**src/rtl/id_ex_pipe_reg_if.sv**
```systemverilog
// ID/EX stage boundary bundle: ID-side control/operand inputs and their EX-side registered copies.
// Optional macro ID_EX_PC_EN adds the PC+4 field and the bubble counter readout.
interface id_ex_pipe_reg_if #(
    parameter int DATA_W = 32,
    parameter int REG_AW = 5
);
    logic              stall_i;
    logic              flush_i;
    logic              RegDst_i;
    logic              Branch_i;
    logic              MemRead_i;
    logic              MemtoReg_i;
    logic [1:0]        ALUOp_i;
    logic              MemWrite_i;
    logic              ALUSrc_i;
    logic              RegWrite_i;
    logic [DATA_W-1:0] RSdata_i;
    logic [DATA_W-1:0] RTdata_i;
    logic [DATA_W-1:0] Imm_i;
    logic [REG_AW-1:0] RSaddr_i;
    logic [REG_AW-1:0] RTaddr_i;
    logic [REG_AW-1:0] RDaddr_i;
    logic [5:0]        Funct_i;

    logic              RegDst_o;
    logic              Branch_o;
    logic              MemRead_o;
    logic              MemtoReg_o;
    logic [1:0]        ALUOp_o;
    logic              MemWrite_o;
    logic              ALUSrc_o;
    logic              RegWrite_o;
    logic [DATA_W-1:0] RSdata_o;
    logic [DATA_W-1:0] RTdata_o;
    logic [DATA_W-1:0] Imm_o;
    logic [REG_AW-1:0] RSaddr_o;
    logic [REG_AW-1:0] RTaddr_o;
    logic [REG_AW-1:0] RDaddr_o;
    logic [5:0]        Funct_o;
    logic              valid_o;
`ifdef ID_EX_PC_EN
    logic [DATA_W-1:0] PCplus4_i;
    logic [DATA_W-1:0] PCplus4_o;
    logic [15:0]       BubbleCnt_o;
`endif

    modport master (
        output stall_i, flush_i, RegDst_i, Branch_i, MemRead_i, MemtoReg_i, ALUOp_i,
               MemWrite_i, ALUSrc_i, RegWrite_i, RSdata_i, RTdata_i, Imm_i,
               RSaddr_i, RTaddr_i, RDaddr_i, Funct_i,
`ifdef ID_EX_PC_EN
               PCplus4_i,
        input  PCplus4_o, BubbleCnt_o,
`endif
        input  RegDst_o, Branch_o, MemRead_o, MemtoReg_o, ALUOp_o, MemWrite_o,
               ALUSrc_o, RegWrite_o, RSdata_o, RTdata_o, Imm_o, RSaddr_o,
               RTaddr_o, RDaddr_o, Funct_o, valid_o
    );

    modport slave (
        input  stall_i, flush_i, RegDst_i, Branch_i, MemRead_i, MemtoReg_i, ALUOp_i,
               MemWrite_i, ALUSrc_i, RegWrite_i, RSdata_i, RTdata_i, Imm_i,
               RSaddr_i, RTaddr_i, RDaddr_i, Funct_i,
`ifdef ID_EX_PC_EN
               PCplus4_i,
        output PCplus4_o, BubbleCnt_o,
`endif
        output RegDst_o, Branch_o, MemRead_o, MemtoReg_o, ALUOp_o, MemWrite_o,
               ALUSrc_o, RegWrite_o, RSdata_o, RTdata_o, Imm_o, RSaddr_o,
               RTaddr_o, RDaddr_o, Funct_o, valid_o
    );
endinterface

```
**src/rtl/id_ex_pipe_reg.sv**
```systemverilog
// ID/EX pipeline register with hazard-unit stall (hold) and flush (bubble) control.
// Optional macro ID_EX_PC_EN carries PC+4 and exposes the saturating bubble counter.
module id_ex_pipe_reg #(
    parameter int DATA_W = 32,
    parameter int REG_AW = 5
) (
    input  logic             clk_i,
    input  logic             rst_n_i,
    id_ex_pipe_reg_if.slave  bus
);
`ifdef ID_EX_PC_EN
    localparam int PAY_W = 9 + 4 * DATA_W + 3 * REG_AW + 6;
`else
    localparam int PAY_W = 9 + 3 * DATA_W + 3 * REG_AW + 6;
`endif

    logic [PAY_W-1:0] payload_in;
    logic [PAY_W-1:0] payload_d, payload_q;
    logic             valid_d, valid_q;

    // All fields travel as one word so flush/stall/load treat them identically.
    assign payload_in = {bus.RegDst_i, bus.Branch_i, bus.MemRead_i, bus.MemtoReg_i,
                         bus.ALUOp_i, bus.MemWrite_i, bus.ALUSrc_i, bus.RegWrite_i,
                         bus.RSdata_i, bus.RTdata_i, bus.Imm_i,
                         bus.RSaddr_i, bus.RTaddr_i, bus.RDaddr_i, bus.Funct_i
`ifdef ID_EX_PC_EN
                         , bus.PCplus4_i
`endif
                        };

    always_comb begin
        payload_d = payload_q;
        valid_d   = valid_q;
        if (bus.flush_i) begin
            payload_d = '0;
            valid_d   = 1'b0;
        end else if (!bus.stall_i) begin
            payload_d = payload_in;
            valid_d   = 1'b1;
        end
    end

    always_ff @(posedge clk_i or negedge rst_n_i) begin
        if (!rst_n_i) begin
            payload_q <= '0;
            valid_q   <= 1'b0;
        end else begin
            payload_q <= payload_d;
            valid_q   <= valid_d;
        end
    end

    assign {bus.RegDst_o, bus.Branch_o, bus.MemRead_o, bus.MemtoReg_o,
            bus.ALUOp_o, bus.MemWrite_o, bus.ALUSrc_o, bus.RegWrite_o,
            bus.RSdata_o, bus.RTdata_o, bus.Imm_o,
            bus.RSaddr_o, bus.RTaddr_o, bus.RDaddr_o, bus.Funct_o
`ifdef ID_EX_PC_EN
            , bus.PCplus4_o
`endif
           } = payload_q;
    assign bus.valid_o = valid_q;

`ifdef ID_EX_PC_EN
    logic [15:0] bubble_cnt_d, bubble_cnt_q;

    always_comb begin
        bubble_cnt_d = bubble_cnt_q;
        if (bus.flush_i && (bubble_cnt_q != 16'hFFFF))
            bubble_cnt_d = bubble_cnt_q + 16'd1;
    end

    always_ff @(posedge clk_i or negedge rst_n_i) begin
        if (!rst_n_i)
            bubble_cnt_q <= '0;
        else
            bubble_cnt_q <= bubble_cnt_d;
    end

    assign bus.BubbleCnt_o = bubble_cnt_q;
`endif
endmodule
```
**src/flat_wrapper.sv**
```systemverilog
// flat-port wrapper written by rule: the top's interface ports become plain ports
module id_ex_pipe_reg_flat 
#(
    parameter int DATA_W = 32,
    parameter int REG_AW = 5
)
  (clk_i, rst_n_i, bus_stall_i, bus_flush_i, bus_RegDst_i, bus_Branch_i, bus_MemRead_i, bus_MemtoReg_i, bus_ALUOp_i, bus_MemWrite_i, bus_ALUSrc_i, bus_RegWrite_i, bus_RSdata_i, bus_RTdata_i, bus_Imm_i, bus_RSaddr_i, bus_RTaddr_i, bus_RDaddr_i, bus_Funct_i, bus_RegDst_o, bus_Branch_o, bus_MemRead_o, bus_MemtoReg_o, bus_ALUOp_o, bus_MemWrite_o, bus_ALUSrc_o, bus_RegWrite_o, bus_RSdata_o, bus_RTdata_o, bus_Imm_o, bus_RSaddr_o, bus_RTaddr_o, bus_RDaddr_o, bus_Funct_o, bus_valid_o);
  id_ex_pipe_reg_if #(.DATA_W(DATA_W), .REG_AW(REG_AW)) bus_i ();
  input  logic clk_i;
  input  logic rst_n_i;
  input wire logic [$bits(bus_i.stall_i)-1:0] bus_stall_i;
  input wire logic [$bits(bus_i.flush_i)-1:0] bus_flush_i;
  input wire logic [$bits(bus_i.RegDst_i)-1:0] bus_RegDst_i;
  input wire logic [$bits(bus_i.Branch_i)-1:0] bus_Branch_i;
  input wire logic [$bits(bus_i.MemRead_i)-1:0] bus_MemRead_i;
  input wire logic [$bits(bus_i.MemtoReg_i)-1:0] bus_MemtoReg_i;
  input wire logic [$bits(bus_i.ALUOp_i)-1:0] bus_ALUOp_i;
  input wire logic [$bits(bus_i.MemWrite_i)-1:0] bus_MemWrite_i;
  input wire logic [$bits(bus_i.ALUSrc_i)-1:0] bus_ALUSrc_i;
  input wire logic [$bits(bus_i.RegWrite_i)-1:0] bus_RegWrite_i;
  input wire logic [$bits(bus_i.RSdata_i)-1:0] bus_RSdata_i;
  input wire logic [$bits(bus_i.RTdata_i)-1:0] bus_RTdata_i;
  input wire logic [$bits(bus_i.Imm_i)-1:0] bus_Imm_i;
  input wire logic [$bits(bus_i.RSaddr_i)-1:0] bus_RSaddr_i;
  input wire logic [$bits(bus_i.RTaddr_i)-1:0] bus_RTaddr_i;
  input wire logic [$bits(bus_i.RDaddr_i)-1:0] bus_RDaddr_i;
  input wire logic [$bits(bus_i.Funct_i)-1:0] bus_Funct_i;
  output wire logic [$bits(bus_i.RegDst_o)-1:0] bus_RegDst_o;
  output wire logic [$bits(bus_i.Branch_o)-1:0] bus_Branch_o;
  output wire logic [$bits(bus_i.MemRead_o)-1:0] bus_MemRead_o;
  output wire logic [$bits(bus_i.MemtoReg_o)-1:0] bus_MemtoReg_o;
  output wire logic [$bits(bus_i.ALUOp_o)-1:0] bus_ALUOp_o;
  output wire logic [$bits(bus_i.MemWrite_o)-1:0] bus_MemWrite_o;
  output wire logic [$bits(bus_i.ALUSrc_o)-1:0] bus_ALUSrc_o;
  output wire logic [$bits(bus_i.RegWrite_o)-1:0] bus_RegWrite_o;
  output wire logic [$bits(bus_i.RSdata_o)-1:0] bus_RSdata_o;
  output wire logic [$bits(bus_i.RTdata_o)-1:0] bus_RTdata_o;
  output wire logic [$bits(bus_i.Imm_o)-1:0] bus_Imm_o;
  output wire logic [$bits(bus_i.RSaddr_o)-1:0] bus_RSaddr_o;
  output wire logic [$bits(bus_i.RTaddr_o)-1:0] bus_RTaddr_o;
  output wire logic [$bits(bus_i.RDaddr_o)-1:0] bus_RDaddr_o;
  output wire logic [$bits(bus_i.Funct_o)-1:0] bus_Funct_o;
  output wire logic [$bits(bus_i.valid_o)-1:0] bus_valid_o;
  assign bus_i.stall_i = bus_stall_i;
  assign bus_i.flush_i = bus_flush_i;
  assign bus_i.RegDst_i = bus_RegDst_i;
  assign bus_i.Branch_i = bus_Branch_i;
  assign bus_i.MemRead_i = bus_MemRead_i;
  assign bus_i.MemtoReg_i = bus_MemtoReg_i;
  assign bus_i.ALUOp_i = bus_ALUOp_i;
  assign bus_i.MemWrite_i = bus_MemWrite_i;
  assign bus_i.ALUSrc_i = bus_ALUSrc_i;
  assign bus_i.RegWrite_i = bus_RegWrite_i;
  assign bus_i.RSdata_i = bus_RSdata_i;
  assign bus_i.RTdata_i = bus_RTdata_i;
  assign bus_i.Imm_i = bus_Imm_i;
  assign bus_i.RSaddr_i = bus_RSaddr_i;
  assign bus_i.RTaddr_i = bus_RTaddr_i;
  assign bus_i.RDaddr_i = bus_RDaddr_i;
  assign bus_i.Funct_i = bus_Funct_i;
  assign bus_RegDst_o = bus_i.RegDst_o;
  assign bus_Branch_o = bus_i.Branch_o;
  assign bus_MemRead_o = bus_i.MemRead_o;
  assign bus_MemtoReg_o = bus_i.MemtoReg_o;
  assign bus_ALUOp_o = bus_i.ALUOp_o;
  assign bus_MemWrite_o = bus_i.MemWrite_o;
  assign bus_ALUSrc_o = bus_i.ALUSrc_o;
  assign bus_RegWrite_o = bus_i.RegWrite_o;
  assign bus_RSdata_o = bus_i.RSdata_o;
  assign bus_RTdata_o = bus_i.RTdata_o;
  assign bus_Imm_o = bus_i.Imm_o;
  assign bus_RSaddr_o = bus_i.RSaddr_o;
  assign bus_RTaddr_o = bus_i.RTaddr_o;
  assign bus_RDaddr_o = bus_i.RDaddr_o;
  assign bus_Funct_o = bus_i.Funct_o;
  assign bus_valid_o = bus_i.valid_o;
  id_ex_pipe_reg #(.DATA_W(DATA_W), .REG_AW(REG_AW)) u_core (.clk_i(clk_i), .rst_n_i(rst_n_i), .bus(bus_i));
endmodule
```
**config.mk**
```make
export PLATFORM = sky130hd
export DESIGN_NAME = id_ex_pipe_reg_flat
export DESIGN_NICKNAME = d
export VERILOG_FILES = /design/src/rtl/id_ex_pipe_reg_if.sv /design/src/rtl/id_ex_pipe_reg.sv /design/src/flat_wrapper.sv
export SDC_FILE = /design/constraint.sdc
export NUM_CORES = 1
export LEC_CHECK = 0
export ABC_AREA = 1
export BUFFER_PORTS_ARGS = -buffer_cell sky130_fd_sc_hd__buf_2
export CORE_ASPECT_RATIO = 0.6
export CORE_UTILIZATION = 34
export CTS_CLUSTER_DIAMETER = 200
export CTS_CLUSTER_SIZE = 25
export DETAILED_ROUTE_END_ITERATION = 12
export SETUP_SLACK_MARGIN = 0.3
export SLEW_MARGIN = 20
export SYNTH_ARGS = -nofsm -noshare
export SYNTH_HDL_FRONTEND = slang
export SYNTH_SLANG_ARGS = --single-unit
```
**constraint.sdc**
```tcl
create_clock -name clk_i -period 1.08 [get_ports clk_i]
set_clock_uncertainty 0.2 [all_clocks]
set_input_delay 0.054 -clock clk_i [delete_from_list [all_inputs] [get_ports clk_i]]
set_output_delay 0.054 -clock clk_i [all_outputs]
set_load 0.01 [all_outputs]
```
# [Word level (Yosys, flattened, before mapping)]
# Index checks and enable logic that the tools add are counted.
[classes] mux=4 eq_ne=1
[op_table] op="126-bit two-way mux" count=2
[op_table] op="1-bit two-way mux" count=2
[op_table] op="2-bit by 1-bit inequality test with 1-bit output, second input constant" count=1
[word_totals] output_inout_bits=127 reg_bits=127

# [Longest topological paths before layout]
# Gate-level depths: netlist of run 1.
[logic_depth] depth_word=2 mapped_depth=5 depth_no_buf=3

# [Worst setup path after synthesis of run 1]
# No wires, ideal clock.
[synth_timing] kind="input port to flip-flop" start="in bus_stall_i" end="reg u_core.payload_q[100]" stages=5 setup_time_ns=0.117 arrival_time_ns=0.598 path_slack_ns=0.165 path_cell_list="buf_4 buf_6 buf_2 nand3_1 nand2_1"
[synth_between] elab_chain_len=1
[synth_lines] element="from (decl)" line_no="flat_wrapper.sv:11" source="input wire logic [$bits(bus_i.stall_i)-1:0] bus_stall_i;"
[synth_lines] element="2-bit by 1-bit inequality test with 1-bit output (no line)"
[synth_lines] element="to (signal assigned)" line_no="id_ex_pipe_reg.sv:48" source="payload_q <= payload_d;"
[synth_lines] element="to (decl)" line_no="id_ex_pipe_reg.sv:18" source="logic [PAY_W-1:0] payload_d, payload_q;"
# No other way between the ends.
# A chain may end at the register's enable or synchronous reset.

# [Final worst setup path of run 1]
[layout_timing] start="reg u_core.payload_q[49]" end="out bus_Imm_o[28]"
[layout_lines] element="to (decl)" line_no="flat_wrapper.sv:38" source="output wire logic [$bits(bus_i.Imm_o)-1:0] bus_Imm_o;"
# No word-level cell between the ends.

==> impl_metrics.py, run 1 <==
metrics = {
    "synthesis": {
        "synth_sequential_area_ratio_pct": 63.9,
        "synth_top_area_share_pct": 63.9,
        "netlist-cell-type-count": 12,
        "cell_with_the_most_instances_after_synthesis": "sky130_fd_sc_hd__nand2_1",
        "yosysWarningCount": 0,
        "netlist_top_cells_area": "sky130_fd_sc_hd__dfrtp_1 (64%), sky130_fd_sc_hd__nand2_1 (19%), sky130_fd_sc_hd__nand3_1 (13%)",
        "ys.flop_type": "sky130_fd_sc_hd__dfrtp_1",
        "synthesis.area_per_instance_um2": 9.05,
        "synth.cell_area_um2": 4970,
        "adder_and_majority_cell_fraction_of_the_synthesized_area_pct": 0,
        "synth-compound-area-share_pct": 0.101,
        "synth.ff_latch_count": 127,
        "synth_cells": 549,
        "synth_common_cells": "sky130_fd_sc_hd__nand2_1 (252), sky130_fd_sc_hd__dfrtp_1 (127), sky130_fd_sc_hd__nand3_1 (126)",
        "synth_fp_nets": 679,
        "combinational_family_with_the_most_area_after_synthesis": "simple AND/OR/NAND/NOR gates",
        "synth.area.mux_share_pct": 0,
        "post_synth_and_or_nand_nor_area_fraction_pct": 31.9,
        "synthArstFlopShare_pct": 100,
        "post-synth-top-area-cell": "sky130_fd_sc_hd__dfrtp_1",
        "synth_enable_flop_cells": 0,
        "post_synth_xor_area_fraction_pct": 0,
    },
    "setup_path": {
        "r2r_start": "u_core.payload_q[106]",
        "critPathTopFamily": "flip-flops",
        "timing.critical_path.buf_inv": 1,
        "reg2reg_slack_ps": -40,
        "cp-endpoint": "bus_Imm_o[28]",
        "critPathLaunch": "u_core.payload_q[49]",
        "startpoint_kind_of_the_worst_setup_timing_path": "flop",
        "worst_path_largest_cell_delay_ps": 410,
        "worst_ep_required_time_ps": 830,
        "worst-path-max-fanout": 2,
        "cp.depth": 1,
        "worstPathArrival_ps": 970,
        "rr_endpoint": "u_core.payload_q[106]",
        "classification_of_the_worst_setup_path": "reg2out",
        "critical_path_cell_by_cell": "buf_2",
        "critical_path_sink_type": "primary output",
        "cp_slowest_cell": "sky130_fd_sc_hd__dfrtp_1",
        "r2r.worst_path.cells": 4,
    },
    "floorplanning": {
        "fp.dieArea_um2": 15100,
        "die_h_um": 95.7,
        "initial_core_util_pct": 35.6,
        "floorplan.core_area_um2": 14000,
        "fp-row-count": 33,
        "ios": 257,
        "die_x_um": 158,
    },
    "placed_design": {
        "numPortBuffers": 256,
        "place_ws_ps": -39.6,
        "dpl.cell_count": 975,
        "post_dp_cell_area_um2": 6540,
        "routabilityCongestion": 0.794,
        "dpl.hpwl_um": 9950,
    },
    "detailed_routing": {
        "drt-total-wl_um": 19000,
        "drt-pass1-iter-count": 5,
        "routedWlPerCell_um": 15.8,
        "route.vias.total": 5666,
        "drtIter0Drc": 423,
        "ant_nets": 0,
        "route.detailed.vias_per_inst": 4.70,
        "route.detailed.drc": 0,
    },
    "finish": {
        "stdcell_area_um2": 9680,
        "drive_gt1_share_pct": 44.2,
        "post_layout_nonfiller_instances": 1205,
        "nNetsFinal": 1130,
        "antennaDiodeCount": 0,
        "area.growth.synth_to_final_pct": 94.9,
        "fillCellCount": 1005,
    },
    "global_route": {
        "number_of_antenna_violations_at_the_first_check_in_global_routing": 0,
        "grt_first_pass_wirelength_um": 26200,
        "gr-usage-all-layers_pct": 22.5,
        "grt_start_max_net_pins": 52,
        "grt_overflow_total": 0,
        "grt_pass1_vias": 5312,
    },
    "sta": {
        "worstMarginPinSlew_ps": 704,
        "min_period_over_period_pct": 113,
        "setup-violations-final": 226,
        "setup_repair_after_global_routing_missed_its_margin": "true",
        "final_hold_viol_count": 74,
        "whs_ps": -299,
        "maxSlewHeadroom_pct": 52.9,
        "finalWorstPathRequiredPeriod_ps": 1220,
        "postLayoutSetupSlackWorst_ps": -142,
        "drv_slew": 0,
        "fin_setup_tns_ps": -17160,
        "fmaxAchievable_mhz": 818,
    },
    "run_status": {
        "failed_checks": "hold timing, setup timing",
        "run_status": "finished, violations left",
    },
    "hold_path": {
        "worstHoldStart": "bus_flush_i",
        "timing.hold.worst.class": "in2reg",
    },
    "power_and_ir_drop": {
        "total_leakage_power_nw": 5.30,
        "vdd.ir_drop.worst_v": 0.000786,
        "power_per_cell_area_nw_per_um2": 1330,
    },
    "run": {
        "timing.max_cap.violations": 0,
    },
    "clock_network": {
        "cts-root-to-sink-buffers": 2,
        "clock_insertion_delay_worst_skew_ps": 400,
        "cts.sinks": 127,
        "cts_made_buffers": 17,
        "tritoncts": "yes",
        "cts.htree.levels": 4,
        "cts.root.buffer_cell": "sky130_fd_sc_hd__clkbuf_16",
        "clock_pin_slew_of_the_registers_on_the_worst_case_setup_and_hold_paths_ps": 70,
    },
}
==> worst min path at each step <==
stage	endpoint	cells after the start	slack [ps]
3_5_place_dp	u_core.payload_q[76]	1	-280
5_1_grt	u_core.bus.valid_o	2	-310
2_1_floorplan	u_core.bus.valid_o	0	-440
4_1_cts	u_core.bus.valid_o	2	-320
3_3_place_gp	u_core.payload_q[74]	1	-280
6_report	u_core.bus.valid_o	2	-300
==> cells by family after synthesis <==
group | Yosys count
DFF | 127
buffers and inverters | 42
and+or+nand+nor | 379
AOI/OAI and AO/OA | 1
==> area by class of cell <==
cell class / count / area (µm²) / area share (%)
clock inverters: 15 / 138 / 1.42
multi-input cells: 380 / 1920 / 19.8
repair buffers: 472 / 3780 / 39.0
flip-flops and latches: 127 / 3180 / 32.8
clock buffers: 17 / 425 / 4.39
well taps: 192 / 240 / 2.48
inverters: 2 / 8.76 / 0.0904
==> power by group <==
group          total [mW]  internal, mW  switching, mW
clock network        5.46          3.19           2.27
registers            5.23          5.03          0.199
logic                2.23          1.20           1.03
total                12.9          9.42           3.50
==> registers in the layout (all words and copies together), names as in the netlist <==
signal              cells
u_core.bus.valid_o      1
u_core.payload_q      126
==> what timing repair did <==
item / 4_1_cts / 5_1_grt
pin swaps: 67 / 46
setup endpoints to repair: 254 / 381
hold buffers: 127 / 1
gates cloned: 0 / 0
endpoints found under the hold margin: 254 / 180
buffers inserted: 29 / 42
gates resized for setup: 67 / 103
==> routing by layer <==
metal	vias up	GRT usage, %	share of wire (%)
li1	2655	-	-
met1	2698	27.6	40
met2	279	37.8	49
met3	34	6.86	8.5
met4	0	7.37	1.7
met5	-	0	0
==> through the flow <==
stage / power [mW] / util (%)
after global placement: 6.58 / 46.9
after global routing: 13.4 / 69.4
after CTS: 12.7 / 63.9
final: 12.9 / 69.4
after detailed placement: 6.60 / 46.9
after floorplan: 5.83 / -
==> cell usage in the layout, fill, tap and decap left out, drive strengths merged <==
cell type    count
clkbuf          17
a21oi            1
dlygate4sd3    127
nor2             1
bufinv           1
nand2          252
clkinvlp         3
dfrtp          127
clkinv           9
nand3          126
inv              4
buf            345
No activity file was read; power rests on OpenSTA's default activity.
==> run 2, diff against run 1 <==
--- a/config.mk
+++ b/config.mk
@@ -7,11 +7,15 @@
 export LEC_CHECK = 0
 export ABC_AREA = 1
 export BUFFER_PORTS_ARGS = -buffer_cell sky130_fd_sc_hd__buf_2
+export CELL_PAD_IN_SITES_DETAIL_PLACEMENT = 1
+export CELL_PAD_IN_SITES_GLOBAL_PLACEMENT = 2
 export CORE_ASPECT_RATIO = 0.6
-export CORE_UTILIZATION = 34
+export CORE_UTILIZATION = 26
+export CTS_BUF_LIST = sky130_fd_sc_hd__clkbuf_4 sky130_fd_sc_hd__clkbuf_8
 export CTS_CLUSTER_DIAMETER = 200
 export CTS_CLUSTER_SIZE = 25
 export DETAILED_ROUTE_END_ITERATION = 12
+export PLACE_DENSITY_LB_ADDON = 0.1
 export SETUP_SLACK_MARGIN = 0.3
 export SLEW_MARGIN = 20
 export SYNTH_ARGS = -nofsm -noshare
==> run 2 against run 1 <==
  * The flow still finishes with violations (hold timing, setup timing)
  * Die area increased by 30%
  * Via count increased by 1.3%
  * Fmax decreased by 2.8%
  * Critical path depth unchanged
  * Total power decreased by 12%
  * Sequential share of layout area decreased by 0.25 points
  * Worst setup slack got worse by 35 ps
==> impl_metrics.py, run 2 (synthesized netlist as in run 1, its figures left out) <==
metrics = {
    "finish": {
        "layout.cells.most_common_list": "sky130_fd_sc_hd__nand2_1 (240), sky130_fd_sc_hd__buf_2 (201), sky130_fd_sc_hd__dlygate4sd3_1 (127), sky130_fd_sc_hd__dfrtp_1 (127), sky130_fd_sc_hd__buf_6 (105)",
        "fillCellCount": 2103,
        "multiInputGateArea_um2": 1930,
        "storage_element_area_um2": 3180,
        "antennaDiodeCount": 0,
        "largest-register": "u_core.payload_q",
        "layout_commonest_cell": "sky130_fd_sc_hd__nand2_1",
        "utilization_pct": 53.0,
        "drive_gt1_share_pct": 45.3,
        "nNetsFinal": 1144,
        "area.growth.synth_to_final_pct": 96.4,
        "largest_register_ff_count": 126,
    },
    "setup_path": {
        "reg2reg_slack_ps": 20,
        "cp-endpoint": "bus_RDaddr_o[4]",
        "r2r_start": "u_core.payload_q[76]",
        "classification_of_the_worst_setup_path": "reg2out",
        "worst-path-max-fanout": 2,
        "timing.critical_path.buf_inv": 1,
        "worst_ep_required_time_ps": 830,
        "r2r.worst_path.cells": 4,
        "cp_slowest_cell": "sky130_fd_sc_hd__dfrtp_1",
        "startpoint_kind_of_the_worst_setup_timing_path": "flop",
        "worstPathArrival_ps": 1000,
        "critical_path_sink_type": "primary output",
        "critical_path_cell_by_cell": "buf_2",
        "cp.depth": 1,
        "rr_endpoint": "u_core.payload_q[76]",
        "worst_path_largest_cell_delay_ps": 410,
        "critPathLaunch": "u_core.payload_q[10]",
        "critPathTopFamily": "flip-flops",
    },
    "floorplanning": {
        "fp-row-count": 38,
        "ios": 257,
        "die_h_um": 109,
        "die_x_um": 180,
        "floorplan.core_area_um2": 18400,
        "initial_core_util_pct": 27.0,
        "fp.dieArea_um2": 19700,
    },
    "sta": {
        "fmaxAchievable_mhz": 796,
        "maxSlewHeadroom_pct": 78.5,
        "worstMarginPinSlew_ps": 322,
        "fin_setup_tns_ps": -17950,
        "drv_slew": 0,
        "postLayoutSetupSlackWorst_ps": -177,
        "finalWorstPathRequiredPeriod_ps": 1260,
        "min_period_over_period_pct": 116,
        "whs_ps": -347,
        "setup-violations-final": 127,
        "setup_repair_after_global_routing_missed_its_margin": "true",
        "final_hold_viol_count": 114,
    },
    "power_and_ir_drop": {
        "vdd.ir_drop.worst_v": 0.000581,
        "share_comb_of_total_power_pct": 21.0,
        "total_switching_power_mw": 3.07,
        "sequentialPowerShare_pct": 46.0,
        "power_per_cell_area_nw_per_um2": 1160,
        "switching_share_pct": 27.1,
        "internal_power_mw": 8.25,
        "power.clock.fraction_pct": 32.9,
        "total_leakage_power_nw": 5.31,
    },
    "clock_network": {
        "cts_made_buffers": 17,
        "cts.htree.levels": 4,
        "cts-root-to-sink-buffers": 2,
        "clock_insertion_delay_worst_skew_ps": 430,
        "cts.root.buffer_cell": "sky130_fd_sc_hd__clkbuf_8",
        "tritoncts": "yes",
        "cts.sinks": 127,
        "clock_pin_slew_of_the_registers_on_the_worst_case_setup_and_hold_paths_ps": 70,
    },
    "global_route": {
        "grt_pass1_vias": 6038,
        "grt_overflow_total": 0,
        "grt_start_max_net_pins": 64,
        "grt_first_pass_wirelength_um": 31900,
        "gr-usage-all-layers_pct": 21.1,
        "number_of_antenna_violations_at_the_first_check_in_global_routing": 0,
    },
    "run_status": {
        "run_status": "finished, violations left",
        "failed_checks": "hold timing, setup timing",
    },
    "detailed_routing": {
        "route.detailed.vias_per_inst": 4.54,
        "wl_met1_um": 9360,
        "highest-signal-layer": "met4",
        "routedWlPerCell_um": 17.3,
        "drtIter0Drc": 252,
        "wl_met2_um": 10700,
        "ant_nets": 0,
        "route.vias.total": 5737,
        "met3_length_um": 1500,
        "drt-total-wl_um": 21900,
        "route.detailed.drc": 0,
        "drt-pass1-iter-count": 6,
    },
    "placed_design": {
        "routabilityCongestion": 0.787,
        "dpl.hpwl_um": 12700,
        "numPortBuffers": 256,
        "place_ws_ps": -54.7,
    },
    "run": {
        "timing.max_cap.violations": 0,
    },
    "hold_path": {
        "timing.hold.worst.class": "in2reg",
    },
}
## run 2: worst min-delay path by stage
stage	startpoint	end	slack [ps]	cells after the start
after floorplan	rst_n_i	u_core.bus.valid_o	-440	0
after global placement	rst_n_i	u_core.payload_q[63]	-120	2
after detailed placement	rst_n_i	u_core.payload_q[63]	-110	2
after CTS	bus_stall_i	u_core.payload_q[10]	-170	4
after global routing	bus_flush_i	u_core.bus.valid_o	-380	2
final	bus_flush_i	u_core.bus.valid_o	-350	2
## run 2: timing repair
| action | 4_1_cts | 5_1_grt |
|---|---|---|
| resized for setup | 109 | 83 |
| gates cloned | 0 | 2 |
| hold buffers | 128 | 1 |
| pin swaps | 58 | 26 |
| hold endpoints to repair | 254 | 204 |
| setup buffers | 30 | 52 |
| endpoints found under the setup margin | 254 | 317 |
## run 2: power groups by stage
stage,registers (mW),logic (mW),clock network [mW]
6_report,5.21,2.38,3.72
5_1_grt,5.24,2.57,4.08
4_1_cts,5.19,2.06,3.87
3_5_place_dp,5.26,1.43,0
3_3_place_gp,5.24,1.40,0
2_1_floorplan,5.38,0.450,0
## run 2: area by class of cell
class                      count  share of cell area [%]
sequential                   127                    32.6
clock inverter                 1                  0.0513
clock buffer                  27                    3.42
timing repair buffer         486                    41.0
tap                          240                    3.08
multi-input combinational    380                    19.7
inverter                       2                   0.103
## run 2: per-layer routing
metal	vias up	track usage, %
li1	2678	-
met1	2843	25.5
met2	193	35.9
met3	23	6.81
met4	0	7.08
met5	-	0
## run 2: per-stage QoR
step	cell area (µm²)	hold WS (ps)	instances	total power, mW
floorplan	5040	-442	549	5.83
global placement	6630	-115	1024	6.64
detailed placement	6630	-109	1024	6.68
CTS	8980	-173	1210	11.1
global route	9760	-382	1263	11.9
finish	9760	-347	1263	11.3
